## config.mk

```make
export PLATFORM = sky130hd
export DESIGN_NAME = nibble_serial_adder16
export DESIGN_NICKNAME = d
export VERILOG_FILES = /design/src/rtl/adder_pkg.sv /design/src/rtl/adder4.sv /design/src/rtl/nibble_serial_adder16.sv
export SDC_FILE = /design/constraint.sdc
export NUM_CORES = 1
export LEC_CHECK = 0
export CORE_ASPECT_RATIO = 1.5
export CORE_MARGIN = 1.5
export CORE_UTILIZATION = 50
export CTS_BUF_LIST = sky130_fd_sc_hd__clkbuf_16
export DETAILED_ROUTE_END_ITERATION = 8
export PLACE_DENSITY = 0.79
export SKIP_LAST_GASP = 1
export SYNTH_ARGS = -nofsm -noshare
export SYNTH_HDL_FRONTEND = slang
export SYNTH_SLANG_ARGS = --single-unit
```

## constraint.sdc

```tcl
create_clock -name clk -period 3.9 [get_ports clk]
set_input_delay 1.17 -clock clk [delete_from_list [all_inputs] [get_ports clk]]
set_output_delay 1.17 -clock clk [all_outputs]
set_load 0.03 [all_outputs]
```

## src/rtl/adder_pkg.sv

```systemverilog
// Shared constants and FSM encoding for the nibble-serial adder.
package adder_pkg;

    localparam int unsigned SLICE_W = 4;

    typedef enum logic [1:0] {
        IDLE = 2'd0,
        RUN  = 2'd1,
        DONE = 2'd2
    } state_e;

endpackage

```

## src/rtl/adder4.sv

```systemverilog
// Combinational 4-bit adder slice with carry-in and carry-out.
module adder4
    import adder_pkg::*;
(
    input  logic [SLICE_W-1:0] A,
    input  logic [SLICE_W-1:0] B,
    input  logic               C0,
    output logic [SLICE_W-1:0] F,
    output logic               C4
);

    logic [SLICE_W:0] sum;

    assign sum = {1'b0, A} + {1'b0, B} + (SLICE_W+1)'(C0);
    assign F   = sum[SLICE_W-1:0];
    assign C4  = sum[SLICE_W];

endmodule

```

## src/rtl/nibble_serial_adder16.sv

```systemverilog
// Multi-cycle adder: one 4-bit slice reused per nibble, LSB nibble first.
module nibble_serial_adder16
    import adder_pkg::*;
#(
    parameter int unsigned WIDTH = 16
) (
    input  logic             clk,
    input  logic             rst,
    input  logic             start,
    input  logic [WIDTH-1:0] A,
    input  logic [WIDTH-1:0] B,
    input  logic             C0,
    output logic             busy,
    output logic             done,
    output logic [WIDTH-1:0] F,
    output logic             C16,
    output logic             OF,
    output logic             ZF
);

    localparam int unsigned N     = WIDTH / SLICE_W;
    localparam int unsigned IDX_W = (N > 1) ? $clog2(N) : 1;

    state_e             state;
    logic [IDX_W-1:0]   idx;
    logic [WIDTH-1:0]   a_q;
    logic [WIDTH-1:0]   b_q;
    logic               carry_q;

    logic [SLICE_W-1:0] slice_a;
    logic [SLICE_W-1:0] slice_b;
    logic [SLICE_W-1:0] slice_f;
    logic               slice_c;
    logic               msb_cin;
    logic               last_nibble;

    // Select the operand nibble addressed by the running index.
    always_comb begin
        slice_a = '0;
        slice_b = '0;
        for (int k = 0; k < int'(N); k++) begin
            if (idx == IDX_W'(k)) begin
                slice_a = a_q[k*SLICE_W +: SLICE_W];
                slice_b = b_q[k*SLICE_W +: SLICE_W];
            end
        end
    end

    adder4 u_slice (
        .A  (slice_a),
        .B  (slice_b),
        .C0 (carry_q),
        .F  (slice_f),
        .C4 (slice_c)
    );

    // Carry into the slice MSB recovered from its sum bit, for overflow.
    assign msb_cin     = slice_a[SLICE_W-1] ^ slice_b[SLICE_W-1] ^ slice_f[SLICE_W-1];
    assign last_nibble = (idx == IDX_W'(N - 1));
    assign ZF          = (F == '0);

    always_ff @(posedge clk) begin
        if (rst) begin
            state   <= IDLE;
            idx     <= '0;
            a_q     <= '0;
            b_q     <= '0;
            carry_q <= 1'b0;
            F       <= '0;
            C16     <= 1'b0;
            OF      <= 1'b0;
            busy    <= 1'b0;
            done    <= 1'b0;
        end else begin
            case (state)
                IDLE, DONE: begin
                    done <= 1'b0;
                    if (start) begin
                        state   <= RUN;
                        busy    <= 1'b1;
                        idx     <= '0;
                        a_q     <= A;
                        b_q     <= B;
                        carry_q <= C0;
                        F       <= '0;
                    end else begin
                        state <= IDLE;
                    end
                end
                RUN: begin
                    for (int k = 0; k < int'(N); k++) begin
                        if (idx == IDX_W'(k)) begin
                            F[k*SLICE_W +: SLICE_W] <= slice_f;
                        end
                    end
                    carry_q <= slice_c;
                    if (last_nibble) begin
                        state <= DONE;
                        busy  <= 1'b0;
                        done  <= 1'b1;
                        C16   <= slice_c;
                        OF    <= msb_cin ^ slice_c;
                    end else begin
                        idx <= idx + IDX_W'(1);
                    end
                end
                default: begin
                    state <= IDLE;
                    busy  <= 1'b0;
                    done  <= 1'b0;
                end
            endcase
        end
    end

endmodule

```

* After elaboration in Yosys (flattened, before gate mapping)
Cells that the tools add are included.
** Word-level totals
- Flip-flop bits (word level) :: 57
- Latch bits :: 0
- Memory bits (writable) :: 0
- ROM bits :: 0
- Input bits :: 36
- Output and inout port bits :: 21
- Memories :: 0
** Cells by class
- Add/sub/neg operators :: 3
- Multiply operators :: 0
- Divide/modulo/power cells :: 0
- $lt $le $gt $ge :: 0
- Eq/ne operators :: 11
- Shift operators :: 0
- Muxes and demuxes :: 25
- Bitwise logic cells :: 4
- Reductions and logical operators :: 15
** Operator list (count)
- two-way mux 4 bit :: 12
- one-hot mux 16 bit (2 select lines) :: 1
- zero test 16 bit :: 1
- two-way mux 16 bit :: 1
- AND reduction 3 bit :: 5
- inequality test 2 bit, second input constant :: 6
- one-hot mux 2 bit (2 select lines) :: 2
- AND reduction 2 bit :: 4
- == test 2 bit, second input constant :: 3
- two-way mux 2 bit :: 3
- adder 4 x 4 -> 5 bit :: 1
- adder 5 x 1 -> 5 bit :: 1
- == test 2 x 1 -> 1 bit, second input constant :: 2
- zero test 2 bit :: 2
- two-way mux 1 bit :: 4
- one-hot mux 1 bit (2 select lines) :: 2
- OR reduction 2 bit :: 2
- bitwise XOR 1 bit :: 3
- adder 2 x 1 -> 2 bit, second input constant :: 1
- nonzero test 2 bit :: 1
- inverter 1 bit :: 1

* Logic depth before layout (Yosys ltp)
Gate-level depths: netlist of the first run.
- Word-level depth :: 9
- Mapped depth :: 13
- Mapped depth without buffers :: 12

* Modules after synthesis
A second synthesis of the first run with hierarchy kept.
** Second synthesis, totals
- Cell total of the unflattened synthesis :: 338
- Area, all modules :: 2561.2 µm²
** Modules (own cells, without submodules)
- nibble_serial_adder16 :: instances 1, cells an instance 322, area an instance 2417.3 µm²
- adder4 :: instances 1, cells an instance 16, area an instance 143.9 µm²

* Worst setup path after synthesis of the first run
OpenSTA, ideal clock, no wires.
- Path type :: reg2reg
- Start point :: register idx[0]
- End point :: register OF
- Library setup time :: 0.115 ns
- Data arrival time :: 2.587 ns
- Data required time :: 3.785 ns
- Setup slack :: 1.199 ns
- Stages on the path, launching flop included :: 11
- Clock period less this slack :: 2.701 ns
- Cell sequence :: dfxtp_1 -> ha_1 -> buf_2 -> buf_1 -> a21oi_1 -> fa_1 -> fa_1 -> nand2b_1 -> a21oi_1 -> xor2_1 -> o21a_1
** On the way
- Longest elaborated chain between the ends :: 9
- Elaborated cells on any way between the ends :: 18
- Classes of those cells :: 2 x add/sub; 3 x eq/ne; 8 x mux; 3 x bitwise; 2 x reduce/logical
** RTL lines
- start: declaration :: line nibble_serial_adder16.sv:25 : logic [IDX_W-1:0] idx;
- start signal: assignment :: line nibble_serial_adder16.sv:104 : idx <= idx + IDX_W'(1);
- zero test 2 bit :: line nibble_serial_adder16.sv:42 : if (idx == IDX_W'(k)) begin
- two-way mux 4 bit (4 in a row) :: line nibble_serial_adder16.sv:42
- adder 4 x 4 -> 5 bit :: line adder4.sv:14 : assign sum = {1'b0, A} + {1'b0, B} + (SLICE_W+1)'(C0);
- adder 5 x 1 -> 5 bit :: line adder4.sv:14
- bitwise XOR 1 bit :: line nibble_serial_adder16.sv:58 : assign msb_cin = slice_a[SLICE_W-1] ^ slice_b[SLICE_W-1] ^ slice_f[SLICE_W-1];
- bitwise XOR 1 bit :: line nibble_serial_adder16.sv:102 : OF <= msb_cin ^ slice_c;
- end signal: assignment :: line nibble_serial_adder16.sv:102
- end: declaration :: line nibble_serial_adder16.sv:17 : output logic OF,
Parallel ways exist; a longest one is shown, timed or not.
A chain may end at the register's enable or synchronous reset.

* Worst setup path in the final report of the first run
- Start point :: register F[4]
- End point :: output ZF
** On the way
- Longest elaborated chain between the ends :: 1
** RTL lines
- start: declaration :: line nibble_serial_adder16.sv:15 : output logic [WIDTH-1:0] F,
- start signal: indexed assignment :: line nibble_serial_adder16.sv:93 : F[k*SLICE_W +: SLICE_W] <= slice_f;
- zero test 16 bit :: line nibble_serial_adder16.sv:60 : assign ZF = (F == '0);
- end: declaration :: line nibble_serial_adder16.sv:18 : output logic ZF
Every way passes these cells.

==> results of run 1 <==
state kept, by name, summed over array words and instances, names as in the netlist:
register  cells
C16           1
F            16
OF            1
a_q          16
b_q          16
busy          1
carry_q       1
done          1
idx           2
state         2
power groups by stage:
stage / Sequential [mW] / Clock, mW / Combinational (mW)
global placement: 0.643 / 0 / 0.207
floorplan: 0.644 / 0 / 0.138
CTS: 0.632 / 0.668 / 0.213
detailed placement: 0.643 / 0 / 0.211
global route: 0.635 / 0.696 / 0.237
finish: 0.632 / 0.656 / 0.211
per-layer routing:
layer | GRT usage [%] | share of wire, % | vias up
li1 | - | - | 1210
met1 | 23.9 | 39 | 1058
met2 | 40.3 | 55 | 56
met3 | 4.54 | 3.4 | 12
met4 | 12.2 | 2.9 | 0
met5 | 0 | 0 | -
Yosys cell counts, types with 5 or more instances:
cell and n:
nor2_1 10, clkbuf_1 7, nor2b_1 8, ha_1 7
dfxtp_1 57, buf_2 8, nor3_1 5, nand3b_1 5
nand2_1 85, inv_1 5, a21oi_1 61, or2_2 6
buf_4 5, nand3_1 13
logic make-up after synthesis:
| family | count (synthesis) |
|---|---|
| simple gates | 153 |
| compound gates | 79 |
| flops | 57 |
| buf+inv | 30 |
| fa+ha+maj | 9 |
| xor+xnor | 3 |
| mux | 1 |
critical path: cells and delay by family (launching register included):
kind | cells | cell delay, ns
buffers and inverters | 1 | 0.66
and+or+nand+nor | 2 | 0.60
DFF | 1 | 0.32
final timing paths:
path	from	to	slack, ns
max	F[4]	ZF	0.82
min	a_q[1]	a_q[1]	0.45
max reg2reg	idx[1]	OF	0.83
min reg2reg	a_q[1]	a_q[1]	0.45
metrics by stage:
step / utilization, % / std cells / total power [mW]
after floorplan: - / 332 / 0.782
after global placement: 61.6 / 434 / 0.849
after detailed placement: 61.6 / 434 / 0.854
after CTS: 66.6 / 449 / 1.51
after global routing: 66.6 / 449 / 1.57
final: 66.6 / 449 / 1.50
cell type report:
cell class / count / area [um2]
Clock buffer: 9 / 225
Clock inverter: 6 / 27.5
Fill cell: 452 / 1710
Inverter: 5 / 18.8
Multi-Input combinational cell: 245 / 1340
Sequential cell: 57 / 1140
Tap cell: 68 / 85.1
Timing Repair Buffer: 59 / 578
==> out/metrics.yaml, run 1 <==
outcome:
  outcome: "completed"
cells_and_area:
  final_cell_mix: "nand2_1, a21oi_1, dfxtp_1, clkdlybuf4s50_1, nand3_1"
  diodes: 0
  syn2layout_area_growth_pct: 28.8
  design_area_um2: 3410
  final_nets: 422
  mostFrequentLayoutCell: "nand2_1"
  drive_gt1_share_pct: 6.82
power:
  p_per_area_nw_per_um2: 439
  peakVddDrop_mv: 0.299
  leakage_nw: 1.26
  clkPwrFrac_pct: 43.8
  p_seq_share_pct: 42.2
  p_sw_mw: 0.377
  power.internal_mw: 1.12
  power_frac_comb_pct: 14.1
  switching_share_pct: 25.2
job:
  maxCapViolCount: 0
timing:
  skew_ns: 0.00683
  clock.fmax_mhz: 325
  setup_viol: 0
  slew_violations: 0
  slew_headroom_pct: 34.2
  setup-tns-final_ns: 0
  rsz0062_at_grt: "no"
  fin_crit_ns: 3.08
  setup_ws_ns: 0.824
  finalHoldViolCount: 0
  fin_crit_sh_pct: 78.9
  hold-worst-slack_ns: 0.449
  worstMarginPinSlew_ns: 0.987
logic_synthesis:
  ys_types: 37
  postSynthCellCount: 332
  synth-simple-area-share_pct: 27.7
  ys_seq_area_share_pct: 43.1
  synth_top_area_share_pct: 43.1
  post_synth_mux_area_share_pct: 0.378
  synthesis.area_um2: 2650
  yosys.area_share.adder_pct: 4.82
  synth_top_area_cell: "dfxtp_1"
  synthXorXnorAreaFrac_pct: 0.992
  synth_area_leaders: "dfxtp_1, nand2_1, a21oi_1"
  synth_enable_flop_cells: 0
  synth_warnings: 0
  synth_ff_type: "dfxtp_1"
  ys_ff_latch: 57
  async_flop_share_pct: 0
  syn_area_per_cell_um2: 7.98
  syn-num-nets: 377
  synth-compound-area-share_pct: 16.5
  synth_top_family_by_area: "simple AND/OR/NAND/NOR gates"
place:
  port_buffers: 56
  place_area_um2: 3160
  place_hpwl_mm: 4.16
  gp_congestion: 0.884
  dp_worst_setup_slack_ns: 0.841
critical_path:
  slowest_delay_ns: 0.66
  critPathSlowestCell: "clkdlybuf4s50_1"
  cp.required_ns: 2.73
  worstSetupEndpointType: "primary output"
  worst-setup-path-type: "reg -> out"
  cp_cell_sequence: "nor4_1, and4_1, clkdlybuf4s50_1"
  arrival_ns: 1.91
  cp_max_fo: 3
  worst_r2r_path_depth: 11
  start_kind: "flop"
routing:
  drt-initial-drc-count: 133
  viasPerCell: 5.20
  ant_nets: 0
  drt_first_pass_iters: 5
  num_vias: 2336
  wire_per_inst_um: 12.9
  drcViolationCount: 0
  wl_mm: 5.81
clock_tree:
  clock_path_buffers: 2
  hold_buffers: 0
  cts_num_sinks: 57
  insertion_delay_ns: 0.33
  cts_root_buf: "clkbuf_16"
  cts_resized: 0
  post-cts-setup-buffers: 0
  cts_buffers: 9
  path_clk_slew_ns: 0.05
  cts_tree: "yes"
  cts_max_level: 3
worst_hold_path:
  holdPathStages: 2
  hold_class: "reg -> reg"
global_route:
  grt_pass1_vias: 2227
  antenna_found_initial: 0
  grtUsageTotal_pct: 22.3
  grt_first_pass_wirelength_mm: 10.0
  grt_max_degree: 62
  gr-total-overflow: 0
floorplanning:
  fp.dieArea_um2: 5750
  die_w_um: 62.4
  core_area_um2: 5120
  ios: 57
  row_count: 32
  die_h_um: 92.1
  start_util_pct: 51.7
Power figures use the tool's default switching activity.
==> run 2, diff against run 1 <==
CORE_UTILIZATION = 45   (was 50)
PLACE_DENSITY = 0.75   (was 0.79)
clock period = 2.72 ns   (was 3.9 ns; I/O delays follow)
==> run 2 against run 1 <==
Net effect: via count is 3.2% higher; flip-flop and latch count stayed put; routed wire length is 4.4% higher; design area is 3.8% higher; final cell count is 3.3% higher; largest power group unchanged; power is 45% higher; utilization is 4.9 points lower; combinational power is 54% higher; critical path depth is 10 higher; die area is 11% higher; clock skew is 0.0023 ns lower; sequential power is 43% higher.
==> out/metrics.yaml, run 2 (synthesis results as in run 1) <==
outcome:
  outcome: "completed"
routing:
  wl_mm: 6.06  # +4.4%
  wire_per_inst_um: 13.1  # +0.98%
  drt_first_pass_iters: 4  # -1
  drt-initial-drc-count: 182  # +37%
  drcViolationCount: 0  # unchanged
  num_vias: 2410  # +3.2%
  viasPerCell: 5.19  # -0.17%
  ant_nets: 0  # unchanged
power:
  clkPwrFrac_pct: 43.3  # -0.5 points
  p_seq_share_pct: 41.7  # -0.5 points
  power.internal_mw: 1.62  # +45%
  p_sw_mw: 0.547  # +45%
  switching_share_pct: 25.2  # about the same
  power_frac_comb_pct: 14.9  # +0.8 points
  p_per_area_nw_per_um2: 613  # +40%
  p_total_mw: 2.17  # +45%
  peakVddDrop_mv: 0.498  # +66%
  leakage_nw: 1.34  # +6.1%
cells_and_area:
  final_nets: 432  # +2.4%
  syn2layout_area_growth_pct: 33.7
  final_cell_mix: "nand2_1, a21oi_1, dfxtp_1, clkdlybuf4s50_1, nand3_1"
  reg.largest.list: "F: 16 flops, a_q: 16 flops, b_q: 16 flops"
  fin_util_pct: 61.7  # -4.9 points
  drive_gt1_share_pct: 12.0  # +5.2 points
  final_cells: 464  # +3.3%
  mostFrequentLayoutCell: "nand2_1"
  design_area_um2: 3540  # +3.8%
  diodes: 0  # unchanged
job:
  maxCapViolCount: 0  # unchanged
timing:
  clock.fmax_mhz: 387
  setup_viol: 0  # unchanged
  worstMarginPinSlew_ns: 0.680  # -0.307 ns
  skew_ns: 0.00448  # -0.00235 ns
  fin_crit_ns: 2.59
  slew_headroom_pct: 54.6  # +20 points
  setup_ws_ns: 0.133  # -0.692 ns
  finalHoldViolCount: 0  # unchanged
  rsz0062_at_grt: "yes"
  slew_violations: 0  # unchanged
  fin_crit_sh_pct: 95.1
global_route:
  grt_first_pass_wirelength_mm: 9.93  # -0.96%
  grt_pass1_vias: 2236  # +0.40%
  gr-total-overflow: 0  # unchanged
  grtUsageTotal_pct: 20.3  # -1.9 points
  grt_max_degree: 54  # -13%
  antenna_found_initial: 0  # unchanged
floorplanning:
  die_w_um: 65.6  # +5.1%
  fp.dieArea_um2: 6360  # +11%
  row_count: 34  # +6.3%
  start_util_pct: 46.1  # -5.6 points
  core_area_um2: 5740  # +12%
  ios: 57  # unchanged
  die_h_um: 97.0  # +5.2%
clock_tree:
  insertion_delay_ns: 0.32  # about the same
  cts_buffers: 9  # unchanged
  cts_max_level: 3  # unchanged
  cts_num_sinks: 57  # unchanged
  clock_path_buffers: 2  # unchanged
  cts_root_buf: "clkbuf_16"
  cts_tree: "yes"
  path_clk_slew_ns: 0.05  # about the same
critical_path:
  cp.required_ns: 2.96  # +0.23 ns
  cp_cell_sequence: "inv_1, ha_2, nor2b_1, a221oi_1, nor3_1, a21oi_1, fa_2, fa_2, nand2b_1, a21oi_2, buf_4, nand2b_1, a31oi_1"
  cp_max_fo: 6  # +3
  path_delay_family: "adder cells"
  r2r-start: "idx[1]"
  crit_start: "idx[1]"
  slowest_delay_ns: 0.42  # -0.24 ns
  worst-setup-path-type: "reg -> reg"
  path_buf_inv: 2  # +1
  critPathSlowestCell: "fa_2"
  start_kind: "flop"
  arrival_ns: 2.83  # +0.92 ns
  worstSetupEndpointType: "flop"
place:
  gp_congestion: 0.799  # -9.6%
  dp_worst_setup_slack_ns: -0.0577  # -0.899 ns
  port_buffers: 56  # unchanged
  place_hpwl_mm: 4.32  # +3.6%
  dp.cells: 448  # +3.2%
  place_area_um2: 3250  # +2.9%
worst_hold_path:
  min_from: "b_q[14]"
  hold_class: "reg -> reg"
-- run 2: changes by cell type in the layout (fill, tap and decap cells not counted), moves of 2 or more --
cell	before	now
buf_4	3	12
clkinv_2	1	3
dfxtp_1	57	55
dfxtp_2	0	2
fa_1	2	0
fa_2	0	2
ha_1	7	4
ha_2	0	3
-- run 2: cell type report --
cell class,count,area (um2)
Clock buffer,9,225
Clock inverter,7,30.0
Fill cell,524,2200
Inverter,5,18.8
Multi-Input combinational cell,245,1370
Sequential cell,57,1140
Tap cell,72,90.1
Timing Repair Buffer,69,668
-- run 2: per-layer routing --
metal | part of all wire, % | GRT usage (%) | vias to the layer above
li1 | - | - | 1236
met1 | 40 | 22.2 | 1108
met2 | 54 | 35.7 | 53
met3 | 2.7 | 3.49 | 13
met4 | 3.1 | 11.5 | 0
met5 | 0 | 0 | -
-- run 2: worst paths after layout --
path                            endpoint  slack [ns]  depth (start not counted)
worst min-delay path             b_q[14]        0.45                          2
worst max register to register   carry_q        0.13                         13
worst min register to register   b_q[14]        0.45                          2
worst max-delay path             carry_q        0.13                         13
-- run 2: power by group through the flow --
stage          registers (mW)  clock network, mW  logic, mW
2_1_floorplan           0.923                  0      0.198
3_3_place_gp            0.920                  0      0.312
3_5_place_dp            0.921                  0      0.318
4_1_cts                 0.905              0.956      0.321
5_1_grt                 0.909              0.987      0.359
6_report                0.906              0.941      0.325
-- run 2: worst reg2reg max path, delay by kind of cell, from the launching register on --
kind	cells	cell delay, ns
buf+inv	2	0.21
compound gates	4	0.49
fa+ha+maj	3	0.99
simple gates	4	0.49
flops	1	0.34
-- run 2: timing repair --
item                                    CTS  global route
pin swaps                                 0             2
hold buffers                              0             0
endpoints found under the setup margin    3            15
resized for setup                         2             9
setup buffers                             0             0
-- run 2: through the flow --
stage / setup TNS, ns / hold slack (ns)
2_1_floorplan: 0 / 0.432
3_3_place_gp: 0 / 0.443
3_5_place_dp: -0.111 / 0.449
4_1_cts: 0 / 0.455
5_1_grt: -0.0203 / 0.467
6_report: 0 / 0.450
